**config.mk**
```make
export PLATFORM = sky130hd
export DESIGN_NAME = register_file
export DESIGN_NICKNAME = d
export VERILOG_FILES = /design/src/rtl/register_file.sv
export SDC_FILE = /design/constraint.sdc
export NUM_CORES = 1
export LEC_CHECK = 0
export BUFFER_PORTS_ARGS = -buffer_cell sky130_fd_sc_hd__buf_2
export CAP_MARGIN = 10
export CELL_PAD_IN_SITES_DETAIL_PLACEMENT = 1
export CELL_PAD_IN_SITES_GLOBAL_PLACEMENT = 1
export CORE_AREA = 8 8 123 125
export DETAILED_ROUTE_END_ITERATION = 12
export DIE_AREA = 0 0 131 133
export GPL_ROUTABILITY_DRIVEN = 0
export PLACE_DENSITY_LB_ADDON = 0.05
export SLEW_MARGIN = 0
export SYNTH_ARGS = -nofsm -noshare
export SYNTH_HDL_FRONTEND = slang
export SYNTH_SLANG_ARGS = --single-unit
```
**constraint.sdc**
```tcl
create_clock -name clk -period 2.6 [get_ports clk]
set_clock_uncertainty 0.15 [all_clocks]
set_input_delay 0.26 -clock clk [delete_from_list [all_inputs] [get_ports clk]]
set_output_delay 0.26 -clock clk [all_outputs]
set_load 0.02 [all_outputs]
```
**src/rtl/register_file.sv**
```systemverilog
// Multi-ported register file: one write port, two combinational read ports,
// plus a sequential clear engine. Define REGFILE_BYPASS_EN for write-to-read forwarding.
module register_file #(
    parameter int WIDTH  = 16,
    parameter int DEPTH  = 8,
    parameter int ADDR_W = 3
) (
    input  logic              clk,
    input  logic              rst_n,
    input  logic              we,
    input  logic [ADDR_W-1:0] waddr,
    input  logic [WIDTH-1:0]  wdata,
    input  logic [ADDR_W-1:0] raddr_a,
    output logic [WIDTH-1:0]  rdata_a,
    input  logic [ADDR_W-1:0] raddr_b,
    output logic [WIDTH-1:0]  rdata_b,
    input  logic              clr_req,
    output logic              clr_busy,
    output logic              clr_done
);

    localparam int IDX_W = (DEPTH > 1) ? $clog2(DEPTH) : 1;

    typedef enum logic [1:0] {
        IDLE  = 2'd0,
        CLEAR = 2'd1,
        DONE  = 2'd2
    } state_e;

    state_e            state_q, state_d;
    logic [ADDR_W-1:0] clr_cnt_q, clr_cnt_d;
    logic [WIDTH-1:0]  regs_q [DEPTH];
    logic              wr_en;
    logic              clr_en;

    // NOTE: every signal driven here gets a default first, so no path leaves it unassigned and no latch is inferred.
    always_comb begin
        state_d   = state_q;
        clr_cnt_d = clr_cnt_q;
        clr_en    = 1'b0;
        clr_busy  = 1'b0;
        clr_done  = 1'b0;
        unique case (state_q)
            IDLE: begin
                if (clr_req) begin
                    state_d   = CLEAR;
                    clr_cnt_d = '0;
                end
            end
            CLEAR: begin
                clr_busy  = 1'b1;
                clr_en    = 1'b1;
                clr_cnt_d = clr_cnt_q + ADDR_W'(1);
                if (clr_cnt_q == ADDR_W'(DEPTH - 1)) begin
                    state_d = DONE;
                end
            end
            DONE: begin
                clr_done = 1'b1;
                state_d  = IDLE;
            end
            default: state_d = IDLE;
        endcase
    end

    // Writes are blocked only while the clear engine owns the array.
    assign wr_en = we && (32'(waddr) < DEPTH) && (state_q != CLEAR);

    // NOTE: sequential state uses non-blocking assignments so every flop samples pre-edge values.
    always_ff @(posedge clk or negedge rst_n) begin
        if (!rst_n) begin
            state_q   <= IDLE;
            clr_cnt_q <= '0;
        end else begin
            state_q   <= state_d;
            clr_cnt_q <= clr_cnt_d;
        end
    end

    // NOTE: the array itself is reset here because reset must zero contents immediately; this rules out a RAM macro.
    always_ff @(posedge clk or negedge rst_n) begin
        if (!rst_n) begin
            for (int i = 0; i < DEPTH; i++) begin
                regs_q[i] <= '0;
            end
        end else if (clr_en) begin
            regs_q[clr_cnt_q[IDX_W-1:0]] <= '0;
        end else if (wr_en) begin
            regs_q[waddr[IDX_W-1:0]] <= wdata;
        end
    end

    always_comb begin
        rdata_a = '0;
        rdata_b = '0;
        if (32'(raddr_a) < DEPTH) begin
            rdata_a = regs_q[raddr_a[IDX_W-1:0]];
        end
        if (32'(raddr_b) < DEPTH) begin
            rdata_b = regs_q[raddr_b[IDX_W-1:0]];
        end
`ifdef REGFILE_BYPASS_EN
        if (wr_en && (raddr_a == waddr)) begin
            rdata_a = wdata;
        end
        if (wr_en && (raddr_b == waddr)) begin
            rdata_b = wdata;
        end
`endif
    end

endmodule

```
==> run_results.csv, run 1 <==
group,metric,value,unit
cts,postCtsSetupBuffers,0,
finish,drive_gt1_share,45.86,%
setup_path,required,2.19,ns
timing,setup_tns,0,ns
pwr,p_per_area,1097,nW/um2
floorplanning,die_h,133,um
detailed_routing,routedWlPerCell,30.58,um
detailed_routing,drtIter0Drc,436,
timing,fin_crit,2.201,ns
setup_path,cp_max_fo,3,
finish,antenna_cells,0,
detailed_routing,wirelength,21260,um
synth,seq_area_frac_synth,46.61,%
cts,clock_sinks,133,
global_route,grt_pass1_wl,33510,um
timing,tightest_slew,0.6688,ns
synth,synth.net_count,489,
timing,finalSetupViolCount,0,
setup_path,slowest_stage,"mux4_2",
floorplanning,dieArea,17420,um2
synth,syn_area_per_cell,15.59,um2
detailed_routing,vias,4901,
pwr,p_leak,3.770,nW
global_route,grt_overflow,0,
cts,cts_buffer_depth,2,
synth,synth_largest_area_cell,"dfrtp_1",
cts,h-tree-depth,4,
timing,drv_slew,0,
floorplanning,design.core.area,13090,um2
timing,slew-limit-headroom,55.41,%
cts,cts_made_buffers,17,
timing,timing.hold.ws,0.03130,ns
global_route,antenna_found_initial,0,
finish,multi_input_area,3455,um2
finish,area_growth,14.82,%
pwr,peakVddDrop,0.6763,mV
global_route,grt_pass1_vias,5586,
timing,rsz0062_at_grt,"false",
setup_path,start_kind,"flip-flop",
cts,path_clk_slew,0.06,ns
cts,clk_latency,0.42,ns
detailed_routing,avgViaCountPerCell,7.052,
setup_path,cp-end-kind,"output pin",
synth,ys_top_cells_by_area,"dfrtp_1 47%, mux4_2 20%, a22o_1 15%",
timing,fin_crit_sh,84.67,%
setup_path,critical_path_buf_inv_count,1,
global_route,grt_max_degree,49,
synth,synth_cell_types,33,
finish,seq_area,3328,um2
synth,syn_inst,458,
run_status,outcome,"completed",
floorplanning,die_x,131,um
setup_path,critical_path.top_delay_family,"multiplexers",
global_route,grt_use_total,26.17,%
synth,synth_seq_cells,133,
synth,synth_top_area_share,46.61,%
timing,fmax,0.4542,GHz
setup_path,crit_type,"reg2out",
setup_path,worstPathArrival,1.79,ns
finish,utilization,62.66,%
place,portBuffers,62,
min_path,hp-class,"in2reg",
job,maxCapViolations,0,
detailed_routing,first_pass_iters,5,
finish,nNetsFinal,537,
finish,fillers,1191,
detailed_routing,ant_nets,0,
cts,root_buffer,"clkbuf_16",
setup_path,cp_cell_sequence,"mux4_2 -> mux2_2 -> buf_2",
synth,synth_area,7141,um2
synth,ys.warnings.count,0,
timing,report.final.hold_viol_count,0,
detailed_routing,drc,0,
floorplanning,io_pins,63,
setup_path,cpPeakStageDelay,0.52,ns
cts,cts_tree,"built",
floorplanning,start_util,54.57,%
place,place_hpwl,12410,um
floorplanning,floorplan.rows,42,
routing by layer:
layer / wire length, um / vias up / GRT usage [%]
li1: - / 1969 / -
met4: 423 / 0 / 9.190
met5: 0 / - / 0
met3: 1497 / 36 / 6.951
met1: 8560 / 2671 / 33.80
met2: 10770 / 225 / 41.46
stage by stage:
step           power, mW  area (um2)  setup WS [ns]  cells
2_1_floorplan      5.558        7141         0.7412    458
3_3_place_gp       6.301        7577         0.5167    661
3_5_place_dp       6.459        7577         0.5007    661
4_1_cts            9.021        8199         0.3879    695
5_1_grt            9.379        8199         0.3682    695
6_report           8.995        8199         0.3985    695
layout by cell type (no fill, tap or decap), types with 3 or more instances in the layout:
| cell type | n |
|---|---|
| bufinv_16 | 3 |
| a22o_2 | 6 |
| clkbuf_16 | 17 |
| buf_2 | 61 |
| buf_4 | 18 |
| clkbuf_8 | 3 |
| and3_1 | 4 |
| nor3_4 | 4 |
| mux4_2 | 64 |
| dfrtp_1 | 133 |
| a32oi_4 | 8 |
| a22o_1 | 124 |
| nor2_1 | 3 |
| buf_12 | 6 |
| mux2_2 | 32 |
| clkinv_2 | 6 |
synthesized netlist by cell type, drive strengths merged:
library cell / number
mux2i: 1
buf: 53
nor3b: 2
o21ai: 1
a22o: 130
mux4: 64
nand3b: 1
ha: 2
o21bai: 1
nor2: 3
and3: 5
dfrtp: 133
nand2: 1
nor3: 4
nor2b: 2
and2: 1
clkbuf: 5
inv: 3
mux2: 32
a32oi: 8
nand2b: 1
and2b: 1
and3b: 3
nand3: 1
worst paths after layout:
| kind | startpoint | to | slack (ns) | cells past startpoint |
|---|---|---|---|---|
| hold / removal | wdata[2] | regs_q[114] | 0.03 | 2 |
| setup / recovery | regs_q[5] | rdata_b[5] | 0.40 | 3 |
| setup reg to reg | state_q[1] | regs_q[22] | 0.67 | 5 |
| max in group asynchronous | rst_n | regs_q[10] | 1.34 | 3 |
| min in group asynchronous | rst_n | regs_q[62] | 0.25 | 2 |
| hold reg to reg | regs_q[89] | regs_q[89] | 0.36 | 1 |
flip-flops by register name, indices dropped and copies added, names as in the netlist:
| name | cells |
|---|---|
| regs_q | 128 |
| clr_cnt_q | 3 |
| state_q | 2 |
cell families after synthesis:
logic type / synth area share [%]
AND/OR/NAND/NOR: 3.347
multiplexers: 25.37
adder cells (fa/ha/maj): 0.3504
flip-flops: 46.61
buffers and inverters: 5.011
AO/OA/AOI/OAI: 19.31
layout make-up:
class	count	area share, %
clock buffers	22	5.784
flip-flops and latches	133	40.59
multi-input cells	264	42.13
clock inverters	10	1.557
inverters	3	0.1679
well taps	176	2.686
repair buffers	87	7.081
power breakdown:
| part | total [mW] | internal [mW] | switching (mW) |
|---|---|---|---|
| registers | 3.45 | 2.80 | 0.648 |
| logic | 3.08 | 1.55 | 1.52 |
| clock network | 2.47 | 1.57 | 0.895 |
| total | 8.99 | 5.93 | 3.07 |
what timing repair did:
item | CTS | global route
hold buffers | 2 | 0
endpoints found under the hold margin | 47 | 0
resized for setup | 0 | 0
(Power assumes the default switching activity.)
==> inputs of run 2 (changes only) <==
- CORE_AREA: 8 8 123 125 -> 8 8 134 136
- DIE_AREA: 0 0 131 133 -> 0 0 142 144
- clock period: 2.6 -> 2 ns (I/O delays scaled with it)
==> run_results.csv, run 2 (synthesis gave the netlist of run 1 again) <==
group,metric,value,unit
run_status,outcome,"finished with violations",
run_status,failed_checks,"negative setup slack",
finish,largest_register_ff_count,128,
timing,tightest_slew,0.9201,ns
job,maxCapViolations,0,
detailed_routing,routedWlPerCell,26.82,um
pwr,peakVddDrop,0.7102,mV
cts,cts_tree,"built",
setup_path,cp_cell_sequence,"mux4_2 -> mux2_4 -> buf_6",
global_route,grt_pass1_vias,5479,
finish,multi_input_area,3563,um2
cts,cts_buffer_depth,2,
global_route,grtUsageMet2,35.72,%
timing,fin_crit,2.098,ns
global_route,use_met3,4.556,%
setup_path,cp-end-kind,"output pin",
pwr,power_frac_comb,40.7,%
setup_path,worstPathArrival,1.75,ns
detailed_routing,vias,4964,
finish,final_common_cell,"dfrtp_1",
timing,slew-limit-headroom,38.66,%
min_path,hp-class,"in2async",
global_route,grt_pass1_wl,32960,um
global_route,top_usage_layer,"met2",
global_route,grt_max_degree,55,
cts,cts_made_buffers,17,
finish,fillers,1524,
cts,clk_latency,0.41,ns
cts,path_clk_slew,0.06,ns
setup_path,worst_r2r_startpoint,"state_q[1]",
setup_path,crit_type,"reg2out",
timing,drv_slew,0,
timing,setup_tns,-1.789,ns
pwr,p_leak,4.170,nW
detailed_routing,wirelength,21300,um
detailed_routing,drc,0,
detailed_routing,first_pass_iters,4,
pwr,p_per_area,1337,nW/um2
cts,h-tree-depth,4,
timing,finalSetupViolCount,32,
setup_path,cp_max_fo,3,
global_route,use_met1,28.89,%
floorplanning,die_h,144,um
finish,drive_gt1_share,48.08,%
timing,timing.hold.ws,0.1362,ns
detailed_routing,drtIter0Drc,328,
cts,clock_sinks,133,
floorplanning,io_pins,63,
timing,fin_crit_sh,104.9,%
detailed_routing,ant_nets,0,
setup_path,ff2ff_setup_slack,0.07,ns
pwr,finalPower,12.18,mW
floorplanning,die_x,142,um
setup_path,rr_worst_depth,3,
finish,area_growth,27.58,%
finish,reg_top3,"regs_q x128, clr_cnt_q x3, state_q x2",
global_route,grt_use_total,21.97,%
finish,antenna_cells,0,
pwr,switching_share,33.12,%
timing,fmax,0.4767,GHz
setup_path,critical_path_buf_inv_count,1,
global_route,antenna_found_initial,1,
finish,top_register,"regs_q",
finish,nNetsFinal,595,
cts,root_buffer,"clkbuf_16",
floorplanning,design.core.area,16050,um2
setup_path,start_kind,"flip-flop",
floorplanning,start_util,44.48,%
floorplanning,dieArea,20450,um2
timing,report.final.hold_viol_count,0,
pwr,seqPwrFrac,36.5,%
place,portBuffers,62,
finish,seq_area,3329,um2
setup_path,slowest_stage,"mux4_2",
setup_path,critical_path.top_delay_family,"multiplexers",
finish,mostFrequentLayoutCells,"132 x dfrtp_1, 124 x a22o_1, 64 x mux4_2",
timing,rsz0062_at_grt,"true",
timing,finalWorstSetupSlack,-0.09768,ns
setup_path,cpPeakStageDelay,0.48,ns
setup_path,r2r_end,"regs_q[43]",
floorplanning,floorplan.rows,47,
setup_path,required,1.65,ns
place,place_hpwl,12410,um
pwr,clockPowerShare,22.8,%
pwr,internal_power,8.143,mW
pwr,p_switching,4.033,mW
detailed_routing,avgViaCountPerCell,6.252,
global_route,grt_overflow,0,
[run 2: cell types whose count changed in the layout (fill, tap and decap cells not counted)]
cell	change
mux2_4	+29
buf_2	-32
dfrtp_1	-1
dlygate4sd3_1	+16
clkbuf_1	+2
dfrtp_2	+1
clkinv_2	-2
buf_12	+13
buf_6	+32
mux2_2	-29
bufinv_16	-3
buf_4	+29
[run 2: worst max-delay path by stage]
stage | from | endpoint | cells past startpoint
CTS | regs_q[85] | rdata_b[5] | 3
detailed placement | state_q[0] | regs_q[47] | 3
global placement | state_q[0] | regs_q[33] | 3
floorplan | raddr_a[1] | rdata_a[10] | 4
finish | regs_q[85] | rdata_b[5] | 3
global route | regs_q[83] | rdata_a[3] | 3
[run 2: area by class of cell]
| class | instances | share of cell area, % |
|---|---|---|
| tap | 220 | 3.022 |
| sequential | 133 | 36.55 |
| clock inverter | 5 | 0.3022 |
| multi-input combinational | 264 | 39.12 |
| clock buffer | 24 | 5.288 |
| inverter | 3 | 0.1511 |
| timing repair buffer | 145 | 15.57 |
[run 2: stage by stage]
stage / instance area (um2) / std cells / setup slack (ns) / utilization (%)
2_1_floorplan: 7141 / 458 / 0.2612 / -
3_3_place_gp: 7818 / 708 / 0.1088 / 48.69
3_5_place_dp: 7818 / 708 / 0.04517 / 48.69
4_1_cts: 8925 / 771 / -0.09905 / 55.59
5_1_grt: 9110 / 794 / -0.1247 / 56.75
6_report: 9110 / 794 / -0.09768 / 56.75
[run 2: power by group through the flow]
stage / Combinational [mW] / Clock, mW / Sequential, mW
5_1_grt: 5.27 / 2.92 / 4.55
2_1_floorplan: 3.05 / 0 / 4.17
3_5_place_dp: 4.04 / 0 / 4.44
4_1_cts: 4.72 / 2.83 / 4.42
6_report: 4.95 / 2.77 / 4.45
3_3_place_gp: 3.96 / 0 / 4.38
[run 2: routing by layer]
| metal | up-vias | share of wire [%] |
|---|---|---|
| li1 | 2086 | - |
| met1 | 2689 | 43 |
| met2 | 155 | 49 |
| met3 | 32 | 5.4 |
| met4 | 2 | 1.8 |
| met5 | - | 0.061 |
[run 2: timing repair]
item,4_1_cts,5_1_grt
setup endpoints to repair,32,48
hold buffers,18,0
endpoints found under the hold margin,153,0
pin swaps,0,0
setup buffers,16,23
gates resized for setup,90,4
